**src/rtl/dma_seq_pkg.sv**
```systemverilog
// Shared definitions for the AM2940 DMA sequencer: FSM states and
// the AM2940 instruction codes driven onto its Instruction pins.
package dma_seq_pkg;

  typedef enum logic [2:0] {
    ST_IDLE,
    ST_WR_CTRL,
    ST_LD_ADDR,
    ST_LD_WC,
    ST_XFER,
    ST_ADV,
    ST_CHECK,
    ST_FIN
  } state_e;

  localparam logic [2:0] I_WR_CTRL = 3'b000;
  localparam logic [2:0] I_RD_CTRL = 3'b001;
  localparam logic [2:0] I_RD_WC   = 3'b010;
  localparam logic [2:0] I_RD_AC   = 3'b011;
  localparam logic [2:0] I_REINIT  = 3'b100;
  localparam logic [2:0] I_LD_ADDR = 3'b101;
  localparam logic [2:0] I_LD_WC   = 3'b110;
  localparam logic [2:0] I_ENABLE  = 3'b111;

endpackage

```
**src/rtl/dma_sequencer.sv**
```systemverilog
// Programs an AM2940 (control, address, word count) on start, then steps its
// counters once per acknowledged memory word until the AM2940 reports Done.
module dma_sequencer
  import dma_seq_pkg::*;
#(
  parameter int DATA_W = 8
) (
  input  logic              clk,
  input  logic              reset,
  input  logic              start,
  input  logic              abort,
  input  logic [DATA_W-1:0] cfg_addr,
  input  logic [DATA_W-1:0] cfg_count,
  input  logic [2:0]        cfg_ctrl,
  output logic              mem_req,
  input  logic              mem_ack,
  input  logic              Done,
  output logic [2:0]        Instruction,
  output logic [DATA_W-1:0] DataInput,
  output logic              ACI,
  output logic              WCI,
  output logic              busy,
  output logic              xfer_done,
  output logic [DATA_W-1:0] words_moved
);

  state_e state_q, state_d;

  logic [DATA_W-1:0] addr_q, count_q;
  logic [DATA_W-1:0] words_q, words_d;

  logic [2:0]        instr_q, instr_d;
  logic [DATA_W-1:0] din_q, din_d;
  logic              aci_q, aci_d;
  logic              wci_q, wci_d;
  logic              req_q, req_d;
  logic              busy_q, busy_d;
  logic              done_q, done_d;

  logic accept;

  assign accept = (state_q == ST_IDLE) && start;

  always_comb begin
    state_d = state_q;
    if (state_q == ST_IDLE) begin
      if (start) state_d = ST_WR_CTRL;
    end else if (abort) begin
      state_d = ST_IDLE;
    end else begin
      case (state_q)
        ST_WR_CTRL: state_d = ST_LD_ADDR;
        ST_LD_ADDR: state_d = ST_LD_WC;
        ST_LD_WC:   state_d = ST_XFER;
        ST_XFER:    if (mem_ack) state_d = ST_ADV;
        ST_ADV:     state_d = ST_CHECK;
        ST_CHECK:   state_d = Done ? ST_FIN : ST_XFER;
        ST_FIN:     state_d = ST_IDLE;
        default:    state_d = ST_IDLE;
      endcase
    end
  end

  // Outputs are decoded from the next state and registered, so each pin
  // shows the value belonging to the state the FSM is in this cycle.
  always_comb begin
    instr_d = I_RD_CTRL;
    din_d   = '0;
    aci_d   = 1'b1;
    wci_d   = 1'b1;
    req_d   = 1'b0;
    busy_d  = (state_d != ST_IDLE);
    done_d  = 1'b0;
    case (state_d)
      ST_WR_CTRL: begin
        instr_d = I_WR_CTRL;
        // Only ever entered on the accepting edge, so the live input is the captured value.
        din_d   = {{(DATA_W-3){1'b0}}, cfg_ctrl};
      end
      ST_LD_ADDR: begin
        instr_d = I_LD_ADDR;
        din_d   = addr_q;
      end
      ST_LD_WC: begin
        instr_d = I_LD_WC;
        din_d   = count_q;
      end
      ST_XFER: begin
        instr_d = I_ENABLE;
        req_d   = 1'b1;
      end
      ST_ADV: begin
        instr_d = I_ENABLE;
        aci_d   = 1'b0;
        wci_d   = 1'b0;
      end
      ST_CHECK: instr_d = I_ENABLE;
      ST_FIN:   done_d  = 1'b1;
      default: ;
    endcase
  end

  always_comb begin
    words_d = words_q;
    if (accept) words_d = '0;
    else if (state_d == ST_ADV) words_d = words_q + DATA_W'(1);
  end

  always_ff @(posedge clk) begin
    if (reset) begin
      state_q <= ST_IDLE;
      words_q <= '0;
      instr_q <= I_RD_CTRL;
      din_q   <= '0;
      aci_q   <= 1'b1;
      wci_q   <= 1'b1;
      req_q   <= 1'b0;
      busy_q  <= 1'b0;
      done_q  <= 1'b0;
    end else begin
      state_q <= state_d;
      words_q <= words_d;
      instr_q <= instr_d;
      din_q   <= din_d;
      aci_q   <= aci_d;
      wci_q   <= wci_d;
      req_q   <= req_d;
      busy_q  <= busy_d;
      done_q  <= done_d;
    end
  end

  always_ff @(posedge clk) begin
    if (accept) begin
      addr_q  <= cfg_addr;
      count_q <= cfg_count;
    end
  end

  assign Instruction = instr_q;
  assign DataInput   = din_q;
  assign ACI         = aci_q;
  assign WCI         = wci_q;
  assign mem_req     = req_q;
  assign busy        = busy_q;
  assign xfer_done   = done_q;
  assign words_moved = words_q;

endmodule

```
**config.mk**
```make
export PLATFORM = sky130hd
export DESIGN_NAME = dma_sequencer
export DESIGN_NICKNAME = d
export VERILOG_FILES = /design/src/rtl/dma_seq_pkg.sv /design/src/rtl/dma_sequencer.sv
export SDC_FILE = /design/constraint.sdc
export NUM_CORES = 1
export LEC_CHECK = 0
export ABC_AREA = 1
export BUFFER_PORTS_ARGS = -buffer_cell sky130_fd_sc_hd__buf_4
export CAP_MARGIN = 20
export CELL_PAD_IN_SITES_DETAIL_PLACEMENT = 1
export CELL_PAD_IN_SITES_GLOBAL_PLACEMENT = 2
export CORE_MARGIN = 3
export CORE_UTILIZATION = 33
export DETAILED_ROUTE_END_ITERATION = 16
export PLACE_DENSITY = 0.95
export SYNTH_ARGS = -nofsm -noshare
export SYNTH_HDL_FRONTEND = slang
export SYNTH_SLANG_ARGS = --single-unit
```
**constraint.sdc**
```tcl
create_clock -name clk -period 2.2 [get_ports clk]
set_input_delay 0.22 -clock clk [delete_from_list [all_inputs] [get_ports clk]]
set_output_delay 0.22 -clock clk [all_outputs]
set_load 0.03 [all_outputs]
```
* Yosys cells after proc, flatten, opt, wreduce, memory -nomap -nowiden
Index checks and enable logic that the tools add are counted.
** Storage, ports and cells
- Input bits :: 25
- Word-level logic and storage cells :: 40
- Flip-flop bits (word level) :: 42
- Output and inout bits :: 24
** Operators by class
- Add/sub/neg operators :: 1
- Mux-type cells :: 11
- Reduce and logical (&&, ||, !) cells :: 5
- Equal/unequal tests :: 13
** Operator list (count)
- 8-bit case mux with 3 select lines :: 1
- 3-bit equality test, second input constant :: 7
- 3-bit case mux with 6 select lines :: 1
- 3-bit by 2-bit equality test with 1-bit output, second input constant :: 4
- 3-bit two-way mux :: 4
- 3-bit case mux with 4 select lines :: 1
- 8-bit by 1-bit adder with 8-bit output, second input constant :: 1
- 3-bit by 1-bit equality test with 1-bit output, second input constant :: 2
- 3-bit zero test :: 1
- 1-bit two-way mux :: 3
- 3-bit nonzero test :: 1
- 3-bit OR reduction :: 1
- 2-bit two-way mux :: 1
- 2-bit OR reduction :: 1
- 1-bit logical AND :: 1

* Depth between registers and ports, before layout
Gate-level depths: netlist of the first run.
- Word-level depth :: 7
- Depth in mapped cells :: 11
- Gate-level depth less buffers :: 10

* Worst setup path before layout of the first run
Ideal clock, no wire load.
- Path kind :: reg2reg
- From :: register state_q[1]
- To :: register din_q[1], in the netlist DataInput[1]
- Library setup time :: 0.109 ns
- Path buffers :: 1
- Clock period less this slack :: 1.527 ns
- Arrival time :: 1.418 ns
- Setup slack :: 0.673 ns
- Cell stages (with the launch flop) :: 10
- Required time :: 2.091 ns
- Cells stage by stage :: dfxtp_1 nor2_1 nand3_1 inv_1 a21oi_2 buf_6 nand3_1 nand3_1 nand2_1 inv_1
** On the way
- Word-level cells in the longest chain between the ends :: 6
- Elaborated cells on any way between the ends :: 16
- Classes of those cells :: eq/ne (9); mux (6); reduce/logical (1)
** Ends and longest elaborated chain
- start, declared :: RTL line dma_sequencer.sv:27 : state_e state_q, state_d;
- start signal, assigned :: RTL line dma_sequencer.sv:121 : state_q <= state_d;
- 3-bit equality test, or another cell as far along :: RTL line dma_sequencer.sv:51 : case (state_q)
- 3-bit case mux with 6 select lines :: RTL line dma_sequencer.sv:51
- 3-bit two-way mux :: RTL line dma_sequencer.sv:48 : end else if (abort) begin
- 3-bit two-way mux * :: RTL line dma_sequencer.sv:46 : if (state_q == ST_IDLE) begin
- 3-bit by 2-bit equality test with 1-bit output / 3-bit by 1-bit equality test with 1-bit output (equally long branches) :: RTL line dma_sequencer.sv:74 : case (state_d)
- 8-bit case mux with 3 select lines * :: RTL line dma_sequencer.sv:74
- end signal, assigned :: RTL line dma_sequencer.sv:124 : din_q <= din_d;
- end, declared :: RTL line dma_sequencer.sv:33 : logic [DATA_W-1:0] din_q, din_d;
Every way passes the cells marked *; elsewhere a longest branch is shown, timed or not.
A chain may end at the register's enable or synchronous reset.

* Worst setup path in the final report of the first run
- From :: register state_q[0]
- To :: register words_q[7], in the netlist words_moved[7]
** On the way
- Word-level cells in the longest chain between the ends :: 5
- Elaborated cells on any way between the ends :: 15
- Classes of those cells :: eq/ne (7); mux (5); reduce/logical (3)
** Ends and longest elaborated chain
- 3-bit equality test, or another cell as far along :: RTL line dma_sequencer.sv:51
- 3-bit case mux with 6 select lines :: RTL line dma_sequencer.sv:51
- 3-bit two-way mux :: RTL line dma_sequencer.sv:48
- 3-bit two-way mux :: RTL line dma_sequencer.sv:46
- 3-bit equality test :: RTL line dma_sequencer.sv:106 : else if (state_d == ST_ADV) words_d = words_q + DATA_W'(1);
- end signal, assigned :: RTL line dma_sequencer.sv:122 : words_q <= words_d;
- end, declared :: RTL line dma_sequencer.sv:30 : logic [DATA_W-1:0] words_q, words_d;
Parallel ways exist; a longest one is shown, timed or not.

==> summary.txt, run 1 <==
run status = completed
#FFs+latches synth = 42
First DRT Iteration DRCs = 90
Hold Path Class = input pin to register
crit path from = state_q[0]
Die Area = 6130 um^2
commonest cells after routing, fill and taps aside = buf_4, nand2_1, dfxtp_1
total design power = 1.73 mW
arrival time at the worst endpoint = 1.90 ns
Synth Instances = 180
first-pass GRT wire length = 6640 um
vias per cell = 4.67
layout cells sized above 1 = 0.309
Critical R2R Launch = state_q[0]
die width = 78.3 um
Psw = 376 uW
IO Pins = 49
Synth area leaders = dfxtp_1, edfxtp_1, nand2_1
startpoint types = register
CP most frequent cell = nand2_1
RSZ-0062 raised after global routing = false
slowest cell delay on critical path = 0.41 ns
Setup WS pre-CTS = 0.554 ns
Buffers on Ports = 48
Reg power frac = 0.492
Yosys top cell by area = dfxtp_1
final worst slack = 0.474 ns
Layout area overhead = 30.4%
Power Density = 771 nW/um^2
Fmax = 0.579 GHz
flop2flop setup slack = 0.47 ns
HPWL after DPL = 2870 um
Die Span Y = 78.3 um
max-slew violation count = 0
CP Data Required Time = 2.37 ns
Critical Path End Type = register
Core Area = 4880 um^2
Synth Area per Inst = 9.58 um^2
routed wire length per instance = 13.1 um
clk sinks = 42
CTS H-tree depth = 2
initial antenna violation count = 0
fin crit share = 0.785
DRC Markers = 0
post-synth top area share = 0.302
final hold violation count = 0
Synth Net Count = 206
gr ovfl total = 0
worst r2r dst = words_moved[7]
CTS root buf = clkbuf_8
Final Net Count = 255
Clk Latency, worst-skew pair = 0.30 ns
cts hold-fix bufs = 0
DRT Pass-1 Iters = 4
TritonCTS clock tree = built
total number of vias = 1388
Post-Layout Inst Area = 2250 um^2
skew final = 0.00404 ns
commonest non-fill, non-tap cell in the layout = buf_4
CTS clock-pin slew for the worst setup and hold paths = 0.08 ns
critical-path cell list = nand2_1 -> nand2_2 -> nand3_2 -> inv_1 -> nand3_1 -> nand2_1 -> a21oi_1
ant diodes = 0
cell row count = 25
Critical Path Sink = words_moved[7]
leak pwr = 0.966 nW
Final ANT Viol Nets = 0
Crit Path Class = register to register
CP max FO = 11
largest net degree at the start of global routing = 20
TritonCTS buffer count = 5
fin crit period = 1.73 ns
gpl congestion = 0.738
CP max stage cell = dfxtp_1
Seq/Total Area, Yosys = 0.581
Max clock buf depth = 2
Final Util = 0.461
Setup violations, final = 0
Clk pwr share = 0.416
Int Power = 1.36 mW
vias in the first global route = 1407
Logic pwr share = 0.092
Placed Instance Area = 2110 um^2
R2R cell count = 7
Initial Util = 0.353
max-cap violations = 0
Post-CTS Resized = 0
Synth Cell Area = 1720 um^2
Slew HR = 0.648
post-route setup TNS = 0 ns
GRT Total Usage = 0.138
Synthesis Warnings = 0
DRT Wirelength = 3880 um
switching share of power = 0.217
Yosys cell types = 26
Setup Buffers After CTS = 0
Max rail drop VDD = 0.439 mV
measured slew at the worst slew-check pin = 0.528 ns
area by class of cell:
cell class                      instances  area (um^2)
Fill cell                             593         2630
Sequential cell                        42         1000
Multi-Input combinational cell        113          587
Timing Repair Buffer                   50          375
Tap cell                               67         83.8
Clock buffer                            5         68.8
Clock inverter                          3         68.8
Inverter                               17         63.8
layer usage:
layer,share of wire,global-route usage,vias up
li1,-,-,696
met1,0.43,0.164,645
met2,0.50,0.239,42
met3,0.059,0.0333,5
met4,0.015,0.0524,0
met5,0,0,-
metrics by stage:
stage	hold slack, ns	cells
global placement	0.399	289
detailed placement	0.400	289
finish	0.0939	297
CTS	0.0893	297
floorplan	0.304	180
global route	0.0824	297
power groups by stage:
stage | Clock, mW | Combinational, mW | Sequential [mW]
finish | 0.722 | 0.159 | 0.853
floorplan | 0 | 0.0792 | 0.890
global placement | 0 | 0.157 | 0.870
detailed placement | 0 | 0.161 | 0.871
CTS | 0.733 | 0.162 | 0.853
global route | 0.772 | 0.176 | 0.856
logic make-up (layout without fill, tap and decap cells):
family,count (synthesis),after routing,share of synthesized area
simple gates,92,92,0.263
flops,42,42,0.581
compound gates,17,17,0.0544
buf+inv,25,75,0.0791
fa+ha+maj,1,1,0.00726
xor+xnor,3,3,0.0152
state kept, by name (all words and copies together) (netlist names):
signal       flops
words_moved      8
state_q          3
count_q          8
xfer_done        1
busy             1
Instruction      3
DataInput        8
mem_req          1
WCI              1
addr_q           8
Yosys cell counts (all sizes together):
| library cell | number |
|---|---|
| nor3 | 1 |
| o21ai | 1 |
| edfxtp | 16 |
| inv | 17 |
| xor2 | 3 |
| a21oi | 15 |
| nand4 | 9 |
| ha | 1 |
| nand3b | 2 |
| buf | 7 |
| clkbuf | 1 |
| nand3 | 25 |
| nor2 | 12 |
| a31oi | 1 |
| dfxtp | 26 |
| nand2 | 43 |
critical path: cells and delay by family (launching register included):
kind | cells | cell delay, ns
AO/OA/AOI/OAI | 1 | 0.08
buffers and inverters | 1 | 0.27
flip-flops | 1 | 0.41
AND/OR/NAND/NOR | 5 | 0.85
worst min path at each step:
stage / startpoint / to / cells past startpoint
after global routing: cfg_addr[6] / addr_q[6] / 1
after detailed placement: cfg_addr[6] / addr_q[6] / 1
after floorplan: reset / state_q[2] / 1
after global placement: cfg_count[2] / count_q[2] / 1
after CTS: cfg_addr[6] / addr_q[6] / 1
final: cfg_addr[6] / addr_q[6] / 1
Power figures use the tool's default switching activity.
==> run 2, diff against run 1 <==
CORE_UTILIZATION = 30   (was 33)
PLACE_DENSITY = 0.88   (was 0.95)
clock period = 1.7 ns   (was 2.2 ns; I/O delays follow)
==> run 2 against run 1 <==
  * Maximum frequency increased by 15%
  * Worst setup slack got worse by 0.27 ns
  * Routed wire length increased by 6.7%
  * Largest cell class unchanged
==> summary.txt, run 2 (synthesized netlist as in run 1, its figures left out) <==
run status = completed (unchanged)
Logic pwr share = 0.101 (was 0.092)
fin crit share = 0.880 (was 0.785)
largest net degree at the start of global routing = 20 (unchanged)
cell row count = 26 (was 25)
CP most frequent cell = nand2_1 (unchanged)
HPWL after DPL = 3040 um (was 2870 um)
DRC Markers = 0 (unchanged)
Clk Latency, worst-skew pair = 0.30 ns (about the same)
Psw = 502 uW (was 376 uW)
die width = 81.8 um (was 78.3 um)
arrival time at the worst endpoint = 1.67 ns (was 1.90 ns)
layout cells sized above 1 = 0.318 (was 0.309)
Final ANT Viol Nets = 0 (unchanged)
dpl cells = 295 (was 289)
RSZ-0062 raised after global routing = false (unchanged)
vias per cell = 4.64 (was 4.67)
DRT Wirelength = 4140 um (was 3880 um)
startpoint types = register (unchanged)
Post-Layout Cell Count = 303 (was 297)
skew final = 0.00698 ns (was 0.00404 ns)
Die Span Y = 81.8 um (was 78.3 um)
max-cap violations = 0 (unchanged)
commonest non-fill, non-tap cell in the layout = buf_4 (unchanged)
Int Power = 1.61 mW (was 1.36 mW)
fin crit period = 1.50 ns (was 1.73 ns)
First DRT Iteration DRCs = 75 (was 90)
CP Data Required Time = 1.87 ns (was 2.37 ns)
ant diodes = 0 (unchanged)
DRT Pass-1 Iters = 4 (unchanged)
routed wire length per instance = 13.7 um (was 13.1 um)
TritonCTS buffer count = 5 (unchanged)
switching share of power = 0.237 (was 0.217)
total design power = 2.11 mW (was 1.73 mW)
Placed Instance Area = 2140 um^2 (was 2110 um^2)
first-pass GRT wire length = 6820 um (was 6640 um)
Reg power frac = 0.523 (was 0.492)
CTS H-tree depth = 2 (unchanged)
CP max stage cell = dfxtp_1 (unchanged)
total number of vias = 1405 (was 1388)
initial antenna violation count = 0 (unchanged)
Layout area overhead = 30.9% (was 30.4%)
max-slew violation count = 0 (unchanged)
critical-path cell list = nand2_1 -> nand2_2 -> nand3_2 -> inv_1 -> nand3_1 -> nand2_1 -> a21oi_1 (unchanged)
Final Net Count = 258 (was 255)
GRT Total Usage = 0.136 (was 0.138)
final hold violation count = 0 (unchanged)
Buffers on Ports = 48 (unchanged)
Setup violations, final = 0 (unchanged)
vias in the first global route = 1414 (was 1407)
CTS clock-pin slew for the worst setup and hold paths = 0.09 ns (was 0.08 ns)
Hold Path Class = input pin to register (unchanged)
clk sinks = 42 (unchanged)
CTS root buf = clkbuf_8 (unchanged)
Clk pwr share = 0.377 (was 0.416)
CP max FO = 8 (was 11)
TritonCTS clock tree = built (unchanged)
Setup Buffers After CTS = 0 (unchanged)
slowest cell delay on critical path = 0.41 ns (about the same)
Max rail drop VDD = 0.444 mV (was 0.439 mV)
Fmax = 0.668 GHz (was 0.579 GHz)
commonest cells after routing, fill and taps aside = buf_4, nand2_1, dfxtp_1 (unchanged)
CP Buf/Inv Count = 1 (unchanged)
Max clock buf depth = 2 (unchanged)
measured slew at the worst slew-check pin = 0.356 ns (was 0.528 ns)
Core Area = 5340 um^2 (was 4880 um^2)
Critical Path End Type = register (unchanged)
IO Pins = 49 (unchanged)
post-route setup TNS = 0 ns (unchanged)
delay-heaviest family, CP = simple AND/OR/NAND/NOR gates (unchanged)
Power Density = 937 nW/um^2 (was 771 nW/um^2)
gpl congestion = 0.701 (was 0.738)
Final Util = 0.423 (was 0.461)
gr ovfl total = 0 (unchanged)
Die Area = 6690 um^2 (was 6130 um^2)
Crit Path Class = register to register (unchanged)
Post-Layout Inst Area = 2260 um^2 (was 2250 um^2)
Initial Util = 0.323 (was 0.353)
Slew HR = 0.762 (was 0.648)
leak pwr = 0.973 nW (was 0.966 nW)
[run 2: through the flow]
step | setup slack, ns | hold slack, ns
after CTS | 0.159 | 0.0319
final | 0.203 | 0.0426
after global placement | 0.267 | 0.349
after global routing | 0.0547 | 0.0194
after detailed placement | 0.188 | 0.349
after floorplan | 0.173 | 0.254
[run 2: routing by layer]
metal	routed length (um)	vias up	share of wire	track usage
met2	2090	33	0.50	0.230
li1	-	705	-	-
met5	0	-	0	0
met3	202	6	0.049	0.0329
met1	1790	661	0.43	0.168
met4	60	0	0.014	0.0498
[run 2: power by group through the flow]
stage	Sequential (mW)	Combinational (mW)	Clock (mW)
after detailed placement	1.13	0.213	0
after CTS	1.11	0.215	0.822
after global placement	1.13	0.208	0
after global routing	1.11	0.235	0.873
final	1.11	0.213	0.796
after floorplan	1.15	0.102	0
[run 2: final timing paths]
check                                     from              to  slack (ns)  depth (start not counted)
worst max-delay path                state_q[0]  words_moved[1]        0.20                          7
worst min-delay path               cfg_addr[1]       addr_q[1]        0.04                          1
worst max register to register      state_q[0]  words_moved[1]        0.20                          7
worst min register to register  words_moved[7]  words_moved[7]        0.52                          2
[run 2: cell type report]
type / instances / area, um^2
fill: 637 / 3080
tap: 70 / 87.6
clock buffer: 5 / 68.8
multi-input combinational: 113 / 594
timing repair buffer: 53 / 398
clock inverter: 3 / 43.8
inverter: 17 / 63.8
sequential: 42 / 1000
[run 2: what timing repair did]
item	in CTS	in global routing
setup endpoints to repair	0	3
hold buffers	0	0
gates resized for setup	0	1
==> run 3, diff against run 2 <==
PLACE_DENSITY = not set   (was 0.88)
PLACE_DENSITY_LB_ADDON = 0.1   (was not set)
==> run 3 against run 2 <==
  * Sequential power about the same
  * Final cell count is 0.33% lower
  * Die area stayed put
  * Non-clock buffer count fell by 1
  * Final area shrank 1.1%
  * Worst setup slack improved by 0.012 ns
==> summary.txt, run 3 (synthesized netlist as in run 1, its figures left out) <==
RSZ-0062 raised after global routing = false (unchanged)
Max clock buf depth = 2 (unchanged)
commonest non-fill, non-tap cell in the layout = buf_4 (unchanged)
GRT Total Usage = 0.139 (was 0.136)
CP max FO = 8 (unchanged)
Buffers on Ports = 48 (unchanged)
WHS Path Cells = 1 (unchanged)
Post-Layout Inst Area = 2230 um^2 (was 2260 um^2)
critical-path cell list = inv_2 -> nor2_2 -> nand2_2 -> nand2_2 -> nand2_1 -> nand2_2 -> nand3_1 -> nand2_1 -> a21oi_1 (was nand2_1 -> nand2_2 -> nand3_2 -> inv_1 -> nand3_1 -> nand2_1 -> a21oi_1)
Post-Layout Cell Count = 302 (was 303)
CP Buf/Inv Count = 1 (unchanged)
flop2flop setup slack = 0.22 ns (was 0.20 ns)
final worst slack = 0.215 ns (was 0.203 ns)
delay-heaviest family, CP = simple AND/OR/NAND/NOR gates (unchanged)
die width = 81.8 um (unchanged)
max-cap violations = 0 (unchanged)
commonest cells after routing, fill and taps aside = buf_4, nand2_1, dfxtp_1 (unchanged)
total number of vias = 1425 (was 1405)
CTS root buf = clkbuf_8 (unchanged)
Die Span Y = 81.8 um (unchanged)
gpl congestion = 0.808 (was 0.701)
R2R cell count = 9 (was 7)
skew final = 0.00748 ns (was 0.00698 ns)
Crit Path Class = register to register (unchanged)
hold path startpoint = cfg_count[6] (was cfg_addr[1])
Final ANT Viol Nets = 0 (unchanged)
Psw = 534 uW (was 502 uW)
TritonCTS buffer count = 5 (unchanged)
ant diodes = 0 (unchanged)
measured slew at the worst slew-check pin = 0.322 ns (was 0.356 ns)
Max rail drop VDD = 0.596 mV (was 0.444 mV)
Setup violations, final = 0 (unchanged)
DRC Markers = 0 (unchanged)
Logic pwr share = 0.106 (was 0.101)
gr ovfl total = 0 (unchanged)
Fmax = 0.674 GHz (was 0.668 GHz)
Clk Latency, worst-skew pair = 0.30 ns (about the same)
post-route setup TNS = 0 ns (unchanged)
Critical R2R Launch = state_q[1] (was state_q[0])
DRT Pass-1 Iters = 4 (unchanged)
total design power = 2.01 mW (was 2.11 mW)
Critical Path End Type = register (unchanged)
arrival time at the worst endpoint = 1.66 ns (was 1.67 ns)
Core Area = 5340 um^2 (unchanged)
Final Net Count = 257 (was 258)
First DRT Iteration DRCs = 30 (was 75)
Power Density = 901 nW/um^2 (was 937 nW/um^2)
Die Area = 6690 um^2 (unchanged)
Int Power = 1.48 mW (was 1.61 mW)
vias per cell = 4.72 (was 4.64)
crit path from = state_q[1] (was state_q[0])
vias in the first global route = 1483 (was 1414)
filler instances = 636 (was 637)
clk sinks = 42 (unchanged)
final hold violation count = 0 (unchanged)
slowest cell delay on critical path = 0.40 ns (was 0.41 ns)
routed wire length per instance = 14.0 um (was 13.7 um)
Post-CTS Resized = 0 (unchanged)
CTS H-tree depth = 2 (unchanged)
first-pass GRT wire length = 6980 um (was 6820 um)
HPWL after DPL = 3190 um (was 3040 um)
Hold Crit Endpoint = count_q[6] (was addr_q[1])
run status = completed (unchanged)
switching share of power = 0.266 (was 0.237)
layout cells sized above 1 = 0.315 (was 0.318)
TritonCTS clock tree = built (unchanged)
Setup Buffers After CTS = 0 (unchanged)
Hold Path Class = input pin to register (unchanged)
Placed Instance Area = 2130 um^2 (was 2140 um^2)
Clk pwr share = 0.345 (was 0.377)
largest net degree at the start of global routing = 20 (unchanged)
Setup WS pre-CTS = 0.126 ns (was 0.188 ns)
max-slew violation count = 0 (unchanged)
Initial Util = 0.323 (unchanged)
CP Data Required Time = 1.87 ns (about the same)
DRT Wirelength = 4240 um (was 4140 um)
CP max stage cell = dfxtp_1 (unchanged)
Reg power frac = 0.549 (was 0.523)
initial antenna violation count = 0 (unchanged)
fin crit period = 1.48 ns (was 1.50 ns)
CP most frequent cell = nand2_2 (was nand2_1)
CTS clock-pin slew for the worst setup and hold paths = 0.10 ns (was 0.09 ns)
Slew HR = 0.785 (was 0.762)
startpoint types = register (unchanged)
IO Pins = 49 (unchanged)
fin crit share = 0.873 (was 0.880)
dpl cells = 294 (was 295)
worst r2r dst = words_moved[6] (was words_moved[1])
leak pwr = 0.959 nW (was 0.973 nW)
cts hold-fix bufs = 0 (unchanged)
cell row count = 26 (unchanged)
Layout area overhead = 29.5% (was 30.9%)
[run 3: cell count changes in the layout (fill, tap and decap cells not counted)]
cell / before / now
inv_6: 1 / 3
buf_4: 53 / 52
bufinv_16: 1 / 0
clkinv_2: 1 / 0
[run 3: worst register-to-register path, delay by kind of cell, from the launching register on]
family / cells / cell delay, ns
flip-flops: 1 / 0.40
AND/OR/NAND/NOR: 7 / 0.83
AO/OA/AOI/OAI: 1 / 0.07
buffers and inverters: 1 / 0.06
[run 3: per-stage QoR]
step / hold WS [ns] / utilization
floorplan: 0.254 / -
global placement: 0.348 / 0.399
detailed placement: 0.350 / 0.399
CTS: 0.0274 / 0.417
global route: 0.0107 / 0.418
finish: 0.0340 / 0.418
[run 3: per-layer routing]
metal / track usage / part of all wire / vias up
met2: 0.245 / 0.50 / 37
met4: 0.0449 / 0.013 / 0
met1: 0.159 / 0.42 / 682
met3: 0.0439 / 0.059 / 4
li1: - / - / 702
met5: 0 / 0 / -
[run 3: power groups by stage]
| stage | clock (mW) | combinational, mW | sequential, mW |
|---|---|---|---|
| floorplan | 0 | 0.102 | 1.15 |
| global placement | 0 | 0.209 | 1.13 |
| detailed placement | 0 | 0.214 | 1.13 |
| CTS | 0.712 | 0.215 | 1.11 |
| global route | 0.757 | 0.234 | 1.11 |
| finish | 0.694 | 0.213 | 1.10 |
[run 3: cell type report]
type	instances	area, um^2	area share
inverters	17	63.8	0.0286
clock inverters	3	26.3	0.0118
repair buffers	52	390	0.175
multi-input cells	113	594	0.266
well taps	70	87.6	0.0392
flip-flops and latches	42	1000	0.448
clock buffers	5	68.8	0.0308
[run 3: worst max path at each step]
| stage | endpoint | depth (start not counted) |
|---|---|---|
| global route | DataInput[0] | 10 |
| CTS | DataInput[2] | 8 |
| detailed placement | DataInput[2] | 8 |
| global placement | DataInput[0] | 8 |
| floorplan | DataInput[1] | 9 |
| finish | words_moved[6] | 9 |
